$ cat config.mk
export PLATFORM = sky130hd
export DESIGN_NAME = pc_sequencer_flat
export DESIGN_NICKNAME = d
export VERILOG_FILES = /design/src/rtl/pc_sequencer_if.sv /design/src/rtl/pc_sequencer.sv /design/src/flat_wrapper.sv
export SDC_FILE = /design/constraint.sdc
export NUM_CORES = 1
export LEC_CHECK = 0
export ABC_AREA = 1
export BUFFER_PORTS_ARGS = -buffer_cell sky130_fd_sc_hd__buf_4
export CAP_MARGIN = 40
export CORE_MARGIN = 5
export CORE_UTILIZATION = 40
export CTS_BUF_LIST = sky130_fd_sc_hd__clkbuf_2
export DETAILED_ROUTE_END_ITERATION = 8
export PLACE_DENSITY = 0.65
export SLEW_MARGIN = 20
export SYNTH_ARGS = -nofsm -noshare
export SYNTH_HDL_FRONTEND = slang
export SYNTH_SLANG_ARGS = --single-unit
export TNS_END_PERCENT = 1
$ cat constraint.sdc
create_clock -name clk -period 3.3 [get_ports clk]
set_clock_uncertainty 0.15 [all_clocks]
set_input_delay 0.66 -clock clk [delete_from_list [all_inputs] [get_ports clk]]
set_output_delay 0.66 -clock clk [all_outputs]
set_load 0.005 [all_outputs]
$ cat src/rtl/pc_sequencer_if.sv
// Fetch-stage sequencing bus: EX/decode events in, PC and status out.
interface pc_sequencer_if #(
    parameter int PC_W  = 12,
    parameter int CNT_W = 32
);
    logic             stall;
    logic             redirect_valid;
    logic [PC_W-1:0]  redirect_pc;
    logic             redirect_cond;
    logic             halt_req;
    logic             go;
    logic [PC_W-1:0]  pc;
    logic [PC_W-1:0]  pc_4;
    logic             fetch_valid;
    logic             flush;
    logic             halted;
    logic             misalign;
    logic [CNT_W-1:0] cycle_cnt;
    logic [CNT_W-1:0] branch_cnt;
    logic [CNT_W-1:0] jump_cnt;

    modport master (
        output stall, redirect_valid, redirect_pc, redirect_cond, halt_req, go,
        input  pc, pc_4, fetch_valid, flush, halted, misalign,
               cycle_cnt, branch_cnt, jump_cnt
    );

    modport slave (
        input  stall, redirect_valid, redirect_pc, redirect_cond, halt_req, go,
        output pc, pc_4, fetch_valid, flush, halted, misalign,
               cycle_cnt, branch_cnt, jump_cnt
    );
endinterface

$ cat src/rtl/pc_sequencer.sv
// Fetch PC register with redirect/halt/stall arbitration, IF/ID flush and
// saturating performance counters.
module pc_sequencer #(
    parameter int              PC_W     = 12,
    parameter logic [PC_W-1:0] RESET_PC = '0,
    parameter int              CNT_W    = 32
) (
    input  logic          clk,
    input  logic          rst_n,
    pc_sequencer_if.slave bus
);
    typedef enum logic {
        ST_RUN  = 1'b0,
        ST_HALT = 1'b1
    } state_t;

    state_t           state_q, state_d;
    logic [PC_W-1:0]  pc_q, pc_d;
    logic [PC_W-1:0]  pc_4;
    logic             misalign_q, misalign_d;
    logic [CNT_W-1:0] cycle_q, cycle_d;
    logic [CNT_W-1:0] branch_q, branch_d;
    logic [CNT_W-1:0] jump_q, jump_d;
    logic             flush_c;

    function automatic logic [CNT_W-1:0] sat_inc(input logic [CNT_W-1:0] v);
        return (&v) ? v : v + CNT_W'(1);
    endfunction

    assign pc_4 = pc_q + PC_W'(4);

    always_comb begin
        state_d    = state_q;
        pc_d       = pc_q;
        misalign_d = misalign_q;
        cycle_d    = cycle_q;
        branch_d   = branch_q;
        jump_d     = jump_q;
        flush_c    = 1'b0;
        case (state_q)
            ST_RUN: begin
                cycle_d = sat_inc(cycle_q);
                // A redirect means anything decoded this cycle is wrong-path,
                // so it beats both halt_req and stall.
                if (bus.redirect_valid) begin
                    flush_c = 1'b1;
                    pc_d    = {bus.redirect_pc[PC_W-1:2], 2'b00};
                    if (bus.redirect_cond) begin
                        branch_d = sat_inc(branch_q);
                    end else begin
                        jump_d = sat_inc(jump_q);
                    end
                    if (|bus.redirect_pc[1:0]) begin
                        misalign_d = 1'b1;
                    end
                end else if (bus.halt_req) begin
                    state_d = ST_HALT;
                end else if (!bus.stall) begin
                    pc_d = pc_4;
                end
            end
            ST_HALT: begin
                if (bus.go) begin
                    state_d = ST_RUN;
                end
            end
            default: state_d = ST_RUN;
        endcase
    end

    always_ff @(posedge clk) begin
        if (!rst_n) begin
            state_q    <= ST_RUN;
            pc_q       <= RESET_PC;
            misalign_q <= 1'b0;
            cycle_q    <= '0;
            branch_q   <= '0;
            jump_q     <= '0;
        end else begin
            state_q    <= state_d;
            pc_q       <= pc_d;
            misalign_q <= misalign_d;
            cycle_q    <= cycle_d;
            branch_q   <= branch_d;
            jump_q     <= jump_d;
        end
    end

    assign bus.pc          = pc_q;
    assign bus.pc_4        = pc_4;
    assign bus.fetch_valid = (state_q == ST_RUN);
    assign bus.halted      = (state_q == ST_HALT);
    assign bus.flush       = flush_c;
    assign bus.misalign    = misalign_q;
    assign bus.cycle_cnt   = cycle_q;
    assign bus.branch_cnt  = branch_q;
    assign bus.jump_cnt    = jump_q;
endmodule

$ cat src/flat_wrapper.sv
// flat-port wrapper written by rule: the top's interface ports become plain ports
module pc_sequencer_flat 
#(
    parameter int              PC_W     = 12,
    parameter logic [PC_W-1:0] RESET_PC = '0,
    parameter int              CNT_W    = 32
)
  (clk, rst_n, bus_stall, bus_redirect_valid, bus_redirect_pc, bus_redirect_cond, bus_halt_req, bus_go, bus_pc, bus_pc_4, bus_fetch_valid, bus_flush, bus_halted, bus_misalign, bus_cycle_cnt, bus_branch_cnt, bus_jump_cnt);
  pc_sequencer_if #(.PC_W(PC_W), .CNT_W(CNT_W)) bus_i ();
  input  logic clk;
  input  logic rst_n;
  input wire logic [$bits(bus_i.stall)-1:0] bus_stall;
  input wire logic [$bits(bus_i.redirect_valid)-1:0] bus_redirect_valid;
  input wire logic [$bits(bus_i.redirect_pc)-1:0] bus_redirect_pc;
  input wire logic [$bits(bus_i.redirect_cond)-1:0] bus_redirect_cond;
  input wire logic [$bits(bus_i.halt_req)-1:0] bus_halt_req;
  input wire logic [$bits(bus_i.go)-1:0] bus_go;
  output wire logic [$bits(bus_i.pc)-1:0] bus_pc;
  output wire logic [$bits(bus_i.pc_4)-1:0] bus_pc_4;
  output wire logic [$bits(bus_i.fetch_valid)-1:0] bus_fetch_valid;
  output wire logic [$bits(bus_i.flush)-1:0] bus_flush;
  output wire logic [$bits(bus_i.halted)-1:0] bus_halted;
  output wire logic [$bits(bus_i.misalign)-1:0] bus_misalign;
  output wire logic [$bits(bus_i.cycle_cnt)-1:0] bus_cycle_cnt;
  output wire logic [$bits(bus_i.branch_cnt)-1:0] bus_branch_cnt;
  output wire logic [$bits(bus_i.jump_cnt)-1:0] bus_jump_cnt;
  assign bus_i.stall = bus_stall;
  assign bus_i.redirect_valid = bus_redirect_valid;
  assign bus_i.redirect_pc = bus_redirect_pc;
  assign bus_i.redirect_cond = bus_redirect_cond;
  assign bus_i.halt_req = bus_halt_req;
  assign bus_i.go = bus_go;
  assign bus_pc = bus_i.pc;
  assign bus_pc_4 = bus_i.pc_4;
  assign bus_fetch_valid = bus_i.fetch_valid;
  assign bus_flush = bus_i.flush;
  assign bus_halted = bus_i.halted;
  assign bus_misalign = bus_i.misalign;
  assign bus_cycle_cnt = bus_i.cycle_cnt;
  assign bus_branch_cnt = bus_i.branch_cnt;
  assign bus_jump_cnt = bus_i.jump_cnt;
  pc_sequencer #(.PC_W(PC_W), .RESET_PC(RESET_PC), .CNT_W(CNT_W)) u_core (.clk(clk), .rst_n(rst_n), .bus(bus_i));
endmodule
==> results.py, run 1 <==
metrics = {
    "outcome": {
        "status": "finished clean",
    },
    "final_layout": {
        "final_common_cell": "nand2_1",
        "final_nets": 1224,
        "drive_gt1_frac": 0.160,
        "final_util": 0.493,
        "fillers": 1746,
        "final_cell_mix": "nand2_1, nor2_1, buf_4, dfxtp_1, a21oi_1",
        "area_delta_synth_final_pct": 19.8,
        "stdcell_count": 1422,
    },
    "clocking": {
        "cts_root_buf": "clkbuf_2",
        "cts.clk_slew.worst_paths_ps": 270,
        "clockBufferDepth": 2,
        "cts_buffers": 9,
        "ctsResizeCount": 0,
        "insertion_delay_ps": 610,
        "postCtsSetupRepairBufs": 0,
        "cts_tree": "built",
        "hold_buffers": 0,
        "cts_max_level": 3,
        "clkSinkCount": 108,
    },
    "power_and_ir_drop": {
        "p_clk_frac": 0.274,
        "internal_power_mw": 1.60,
        "p_switching_mw": 0.625,
        "p_leak_nw": 3.12,
        "irDropWorstVdd_v": 0.000155,
        "power_density_mw_per_mm2": 282,
        "comb_power_share": 0.116,
        "netSwitchingFraction": 0.281,
        "p_seq_frac": 0.611,
    },
    "routing": {
        "route.detailed.drc": 0,
        "firstDrtPassIters": 5,
        "ant_nets": 0,
        "vias": 6947,
        "initialDrtViolationCount": 456,
        "wire_per_inst_um": 13.3,
        "drt-vias-per-instance": 4.89,
        "totalWireLength_um": 19000,
    },
    "floorplanning": {
        "row_count": 46,
        "fp.dieArea_mm2": 0.0191,
        "initial_core_util": 0.411,
        "die_y_um": 138,
        "io_pins": 143,
        "core-area_mm2": 0.0160,
        "die_w_um": 138,
    },
    "setup_path": {
        "path_max_fanout": 4,
        "crit_path_start_kind": "register",
        "endpoint_kind": "primary output",
        "cp-startpoint": "u_core.bus.pc[3]",
        "worst-setup-path-type": "reg2out",
        "timing.rr.start": "u_core.bus.branch_cnt[0]",
        "crit_required_ps": 2490,
        "arrival_ps": 2040,
    },
    "synthesis": {
        "synthAdderAreaFrac": 0.00761,
        "synth_top_family_by_area": "simple AND/OR/NAND/NOR gates",
        "synthDistinctLibCells": 32,
        "synth_area_leaders": "dfxtp_1, nand2_1, nor2_1, a21oi_1, inv_1",
        "synth-seq-cells": 108,
        "synthSimpleGateAreaFrac": 0.448,
        "synth_cells": 1073,
        "syn_area_per_cell_um2": 6.13,
        "synth_compound_area_frac": 0.0909,
        "yosys_warnings": 0,
        "synth_xor_area_frac": 0.0532,
        "synth_top_area_cell": "dfxtp_1",
        "ys_seq_area_frac": 0.329,
        "netlist_area_mm2": 0.00658,
        "synth.area.mux_share": 0,
        "synth_top_cell_area_share": 0.329,
    },
    "placed_design": {
        "place_congestion": 0.870,
        "io_buffers": 138,
        "dp_hpwl_um": 14300,
        "dp_worst_setup_slack_ps": 841,
        "dp_cells": 1406,
    },
    "timing": {
        "rsz0062_at_grt": "false",
        "setup_slack_ps": 449,
        "hold_viol": 0,
        "fmax_mhz": 351,
        "drv_slew": 0,
        "setup_tns_ps": 0,
        "max_slew_margin": 0.504,
        "setup_violations": 0,
        "fin_crit_sh": 0.864,
        "tightest_slew_ps": 744,
        "min_period_ps": 2850,
    },
    "global_routing": {
        "grt_pass1_wl_um": 31400,
        "grt_pass1_vias": 6257,
        "overflow": 0,
        "antenna_found_initial": 1,
        "track_usage": 0.194,
        "grt_max_degree": 53,
    },
    "job": {
        "cap_violations": 0,
    },
    "hold_path": {
        "hp-class": "in2reg",
        "hold_start": "bus_go",
    },
}
## metrics by stage
stage	power, mW	hold slack, ps	cell area (um^2)
3_3_place_gp	1.63	293	7750
2_1_floorplan	1.53	297	6590
4_1_cts	2.26	5.95	7880
6_report	2.23	64.8	7880
3_5_place_dp	1.64	304	7780
5_1_grt	2.34	14.4	7880
## cells by family after synthesis
kind of cell	after synthesis
compound gates	114
xor+xnor	40
fa+ha+maj	4
buf+inv	102
flops	108
other cells	1
simple gates	704
## flip-flops by register name, indices dropped and copies added, names as in the netlist
name	cells
u_core.bus.branch_cnt	32
u_core.bus.cycle_cnt	32
u_core.bus.jump_cnt	32
u_core.bus.pc	10
u_core.bus.halted	1
u_core.bus.misalign	1
## routing by layer
metal | global-route usage | wire length [um]
met5 | 0 | 0
met1 | 0.261 | 9040
met3 | 0.0286 | 847
met2 | 0.326 | 8850
met4 | 0.0520 | 215
## worst paths after layout
path / cells after the start / slack, ps / to
max reg2reg: 11 / 1080 / u_core.bus.branch_cnt[1]
max: 6 / 450 / bus_pc_4[10]
min reg2reg: 2 / 320 / u_core.bus.misalign
min: 2 / 60 / u_core.bus.halted
## worst max-delay path: stages (launching register included)
cell and delay (ps):
dfxtp_1 460, ha_1 200, nand2_1 80, nor3_1 260, nand2_1 100, xor2_1 190
buf_4 150
## Yosys cell counts (all sizes together)
cell type	number
buf	23
nor3	12
xnor2	15
xor2	25
nor2	220
nand4	7
ha	4
conb	1
a2111oi	1
a31oi	1
dfxtp	108
a21oi	86
nand3	51
inv	68
nand3b	14
nand2	399
o21bai	6
clkbuf	11
nor3b	1
o21ai	20
## power groups by stage
| stage | clock, mW | combinational (mW) | sequential (mW) |
|---|---|---|---|
| floorplan | 0 | 0.147 | 1.38 |
| global placement | 0 | 0.252 | 1.38 |
| detailed placement | 0 | 0.260 | 1.38 |
| CTS | 0.637 | 0.261 | 1.36 |
| global route | 0.692 | 0.285 | 1.37 |
| finish | 0.609 | 0.258 | 1.36 |
## cell type report
cell class	instances	area [um^2]	area share
well taps	216	270	0.0343
diodes	1	2.50	0.000317
inverters	68	255	0.0324
multi-input cells	866	3960	0.502
repair buffers	148	1130	0.143
clock buffers	9	45.0	0.00571
clock inverters	6	56.3	0.00714
flip-flops and latches	108	2160	0.274
Power figures use the tool's default switching activity.
==> run 2, diff against run 1 <==
--- a/config.mk
+++ b/config.mk
@@ -12,7 +12,8 @@
 export CORE_UTILIZATION = 40
 export CTS_BUF_LIST = sky130_fd_sc_hd__clkbuf_2
 export DETAILED_ROUTE_END_ITERATION = 8
-export PLACE_DENSITY = 0.65
+export PLACE_DENSITY = 0.63
+export REMOVE_ABC_BUFFERS = 1
 export SLEW_MARGIN = 20
 export SYNTH_ARGS = -nofsm -noshare
 export SYNTH_HDL_FRONTEND = slang
==> results.py, run 2 (synthesized netlist as in run 1, its figures left out) <==
metrics = {
    "timing": {
        "setup_tns_ps": 0,
        "fin_crit_sh": 0.878,
        "hold_viol": 0,
        "min_period_ps": 2900,
        "setup_violations": 0,
        "rsz0062_at_grt": "false",
        "fmax_mhz": 345,
        "tightest_slew_ps": 623,
        "max_slew_margin": 0.585,
        "setup_slack_ps": 402,
        "drv_slew": 0,
    },
    "clocking": {
        "clockBufferDepth": 2,
        "postCtsSetupRepairBufs": 0,
        "ctsResizeCount": 0,
        "cts_tree": "built",
        "cts_max_level": 3,
        "cts.clk_slew.worst_paths_ps": 260,
        "cts_root_buf": "clkbuf_2",
        "cts_buffers": 9,
        "hold_buffers": 0,
        "insertion_delay_ps": 620,
        "clkSinkCount": 108,
    },
    "final_layout": {
        "final_area_mm2": 0.00789,
        "drive_gt1_frac": 0.159,
        "area_delta_synth_final_pct": 20.0,
        "final_util": 0.493,
        "final_common_cell": "nand2_1",
        "final_nets": 1222,
        "final_cell_mix": "nand2_1, nor2_1, buf_4, dfxtp_1, a21oi_1",
    },
    "global_routing": {
        "grt_use_met2": 0.318,
        "busiest_layer": "met2",
        "grt_max_degree": 53,
        "met3_usage": 0.0276,
        "overflow": 0,
        "grt_util_met1": 0.278,
        "track_usage": 0.198,
        "antenna_found_initial": 1,
        "grt_pass1_vias": 6343,
        "grt_pass1_wl_um": 32100,
    },
    "routing": {
        "ant_nets": 0,
        "vias": 6962,
        "firstDrtPassIters": 5,
        "route.detailed.drc": 0,
        "totalWireLength_um": 19100,
        "drt-vias-per-instance": 4.90,
        "initialDrtViolationCount": 381,
        "wire_per_inst_um": 13.4,
    },
    "floorplanning": {
        "die_y_um": 138,
        "die_w_um": 138,
        "initial_core_util": 0.411,
        "core-area_mm2": 0.0160,
        "row_count": 46,
        "fp.dieArea_mm2": 0.0191,
        "io_pins": 143,
    },
    "setup_path": {
        "crit_path_start_kind": "register",
        "critPathMostFrequentCell": "nand2_1",
        "arrival_ps": 2090,
        "worst-setup-path-type": "reg2out",
        "reg2reg_to": "u_core.bus.branch_cnt[0]",
        "path_cells": "ha_1 > nand2_1 > nor3_1 > nand2_1 > xor2_1 > buf_4",
        "timing.rr.start": "u_core.bus.branch_cnt[0]",
        "path_max_fanout": 5,
        "path_buf_inv": 1,
        "r2r_slack_ps": 1000,
        "cp_slowest_stage_delay_ps": 480,
        "reg2regPathDepth": 11,
        "cpLargestDelayFamily": "flip-flops",
        "endpoint_kind": "primary output",
        "crit_required_ps": 2490,
        "cp_slowest_cell": "dfxtp_1",
    },
    "outcome": {
        "status": "finished clean",
    },
    "hold_path": {
        "whs_endpoint": "u_core.bus.halted",
        "hold_start": "bus_go",
        "hold_depth": 2,
        "hp-class": "in2reg",
    },
    "placed_design": {
        "place_congestion": 0.900,
        "io_buffers": 138,
        "postPlaceCellArea_mm2": 0.00776,
        "dp_worst_setup_slack_ps": 453,
        "dp_hpwl_um": 14000,
    },
    "power_and_ir_drop": {
        "irDropWorstVdd_v": 0.000191,
        "p_leak_nw": 3.13,
        "power_density_mw_per_mm2": 293,
    },
    "job": {
        "cap_violations": 0,
    },
}
## run 2: cell types whose count changed in the layout (fill, tap and decap cells not counted)
| cell | before | now |
|---|---|---|
| clkinv_2 | 0 | 2 |
| clkbuf_4 | 0 | 1 |
| buf_12 | 0 | 1 |
| buf_8 | 0 | 1 |
| buf_16 | 1 | 0 |
| bufinv_16 | 1 | 2 |
| buf_4 | 147 | 143 |
| clkinvlp_4 | 2 | 0 |
## run 2: worst max-delay path by stage
stage	depth (start not counted)	startpoint	end
after floorplan	10	u_core.bus.cycle_cnt[0]	u_core.bus.cycle_cnt[16]
after global placement	7	bus_redirect_valid	u_core.bus.pc[11]
final	6	u_core.bus.pc[2]	bus_pc_4[10]
after global routing	6	u_core.bus.pc[3]	bus_pc_4[10]
after CTS	6	u_core.bus.pc[2]	bus_pc_4[10]
after detailed placement	7	bus_redirect_valid	u_core.bus.pc[9]
## run 2: area by class of cell
type                            instances  area, um^2
Inverter                               68         255
Antenna cell                            1        2.50
Tap cell                              216         270
Timing Repair Buffer                  146        1120
Clock buffer                            9        45.0
Multi-Input combinational cell        866        3960
Fill cell                            1759        8110
Clock inverter                          7        81.3
Sequential cell                       108        2160
## run 2: metrics by stage
stage                     hold WS [ps]  total power, mW  std cells
after CTS                         7.98             2.35       1419
after global routing              28.8             2.43       1421
after global placement             290             1.63       1402
final                             89.7             2.31       1421
after detailed placement           292             1.64       1403
after floorplan                    297             1.49       1042
## run 2: power breakdown
group          switching [mW]  internal (mW)  leakage [nW]  total (mW)
sequential             0.0270           1.33         0.874        1.36
combinational           0.153          0.104          2.18       0.257
clock                   0.455          0.241        0.0782       0.696
## run 2: worst register-to-register path, delay by kind of cell (launching register included)
kind	cells	cell delay, ps
adders and majority gates	1	230
DFF	1	470
AOI/OAI and AO/OA	1	50
and+or+nand+nor	8	1090
buffers and inverters	1	220
## run 2: routing by layer
layer,vias up,wire (um),part of all wire
met3,17,862,0.045
met5,-,0,0
met2,162,8800,0.46
met4,0,252,0.013
li1,3627,-,-
met1,3156,9140,0.48
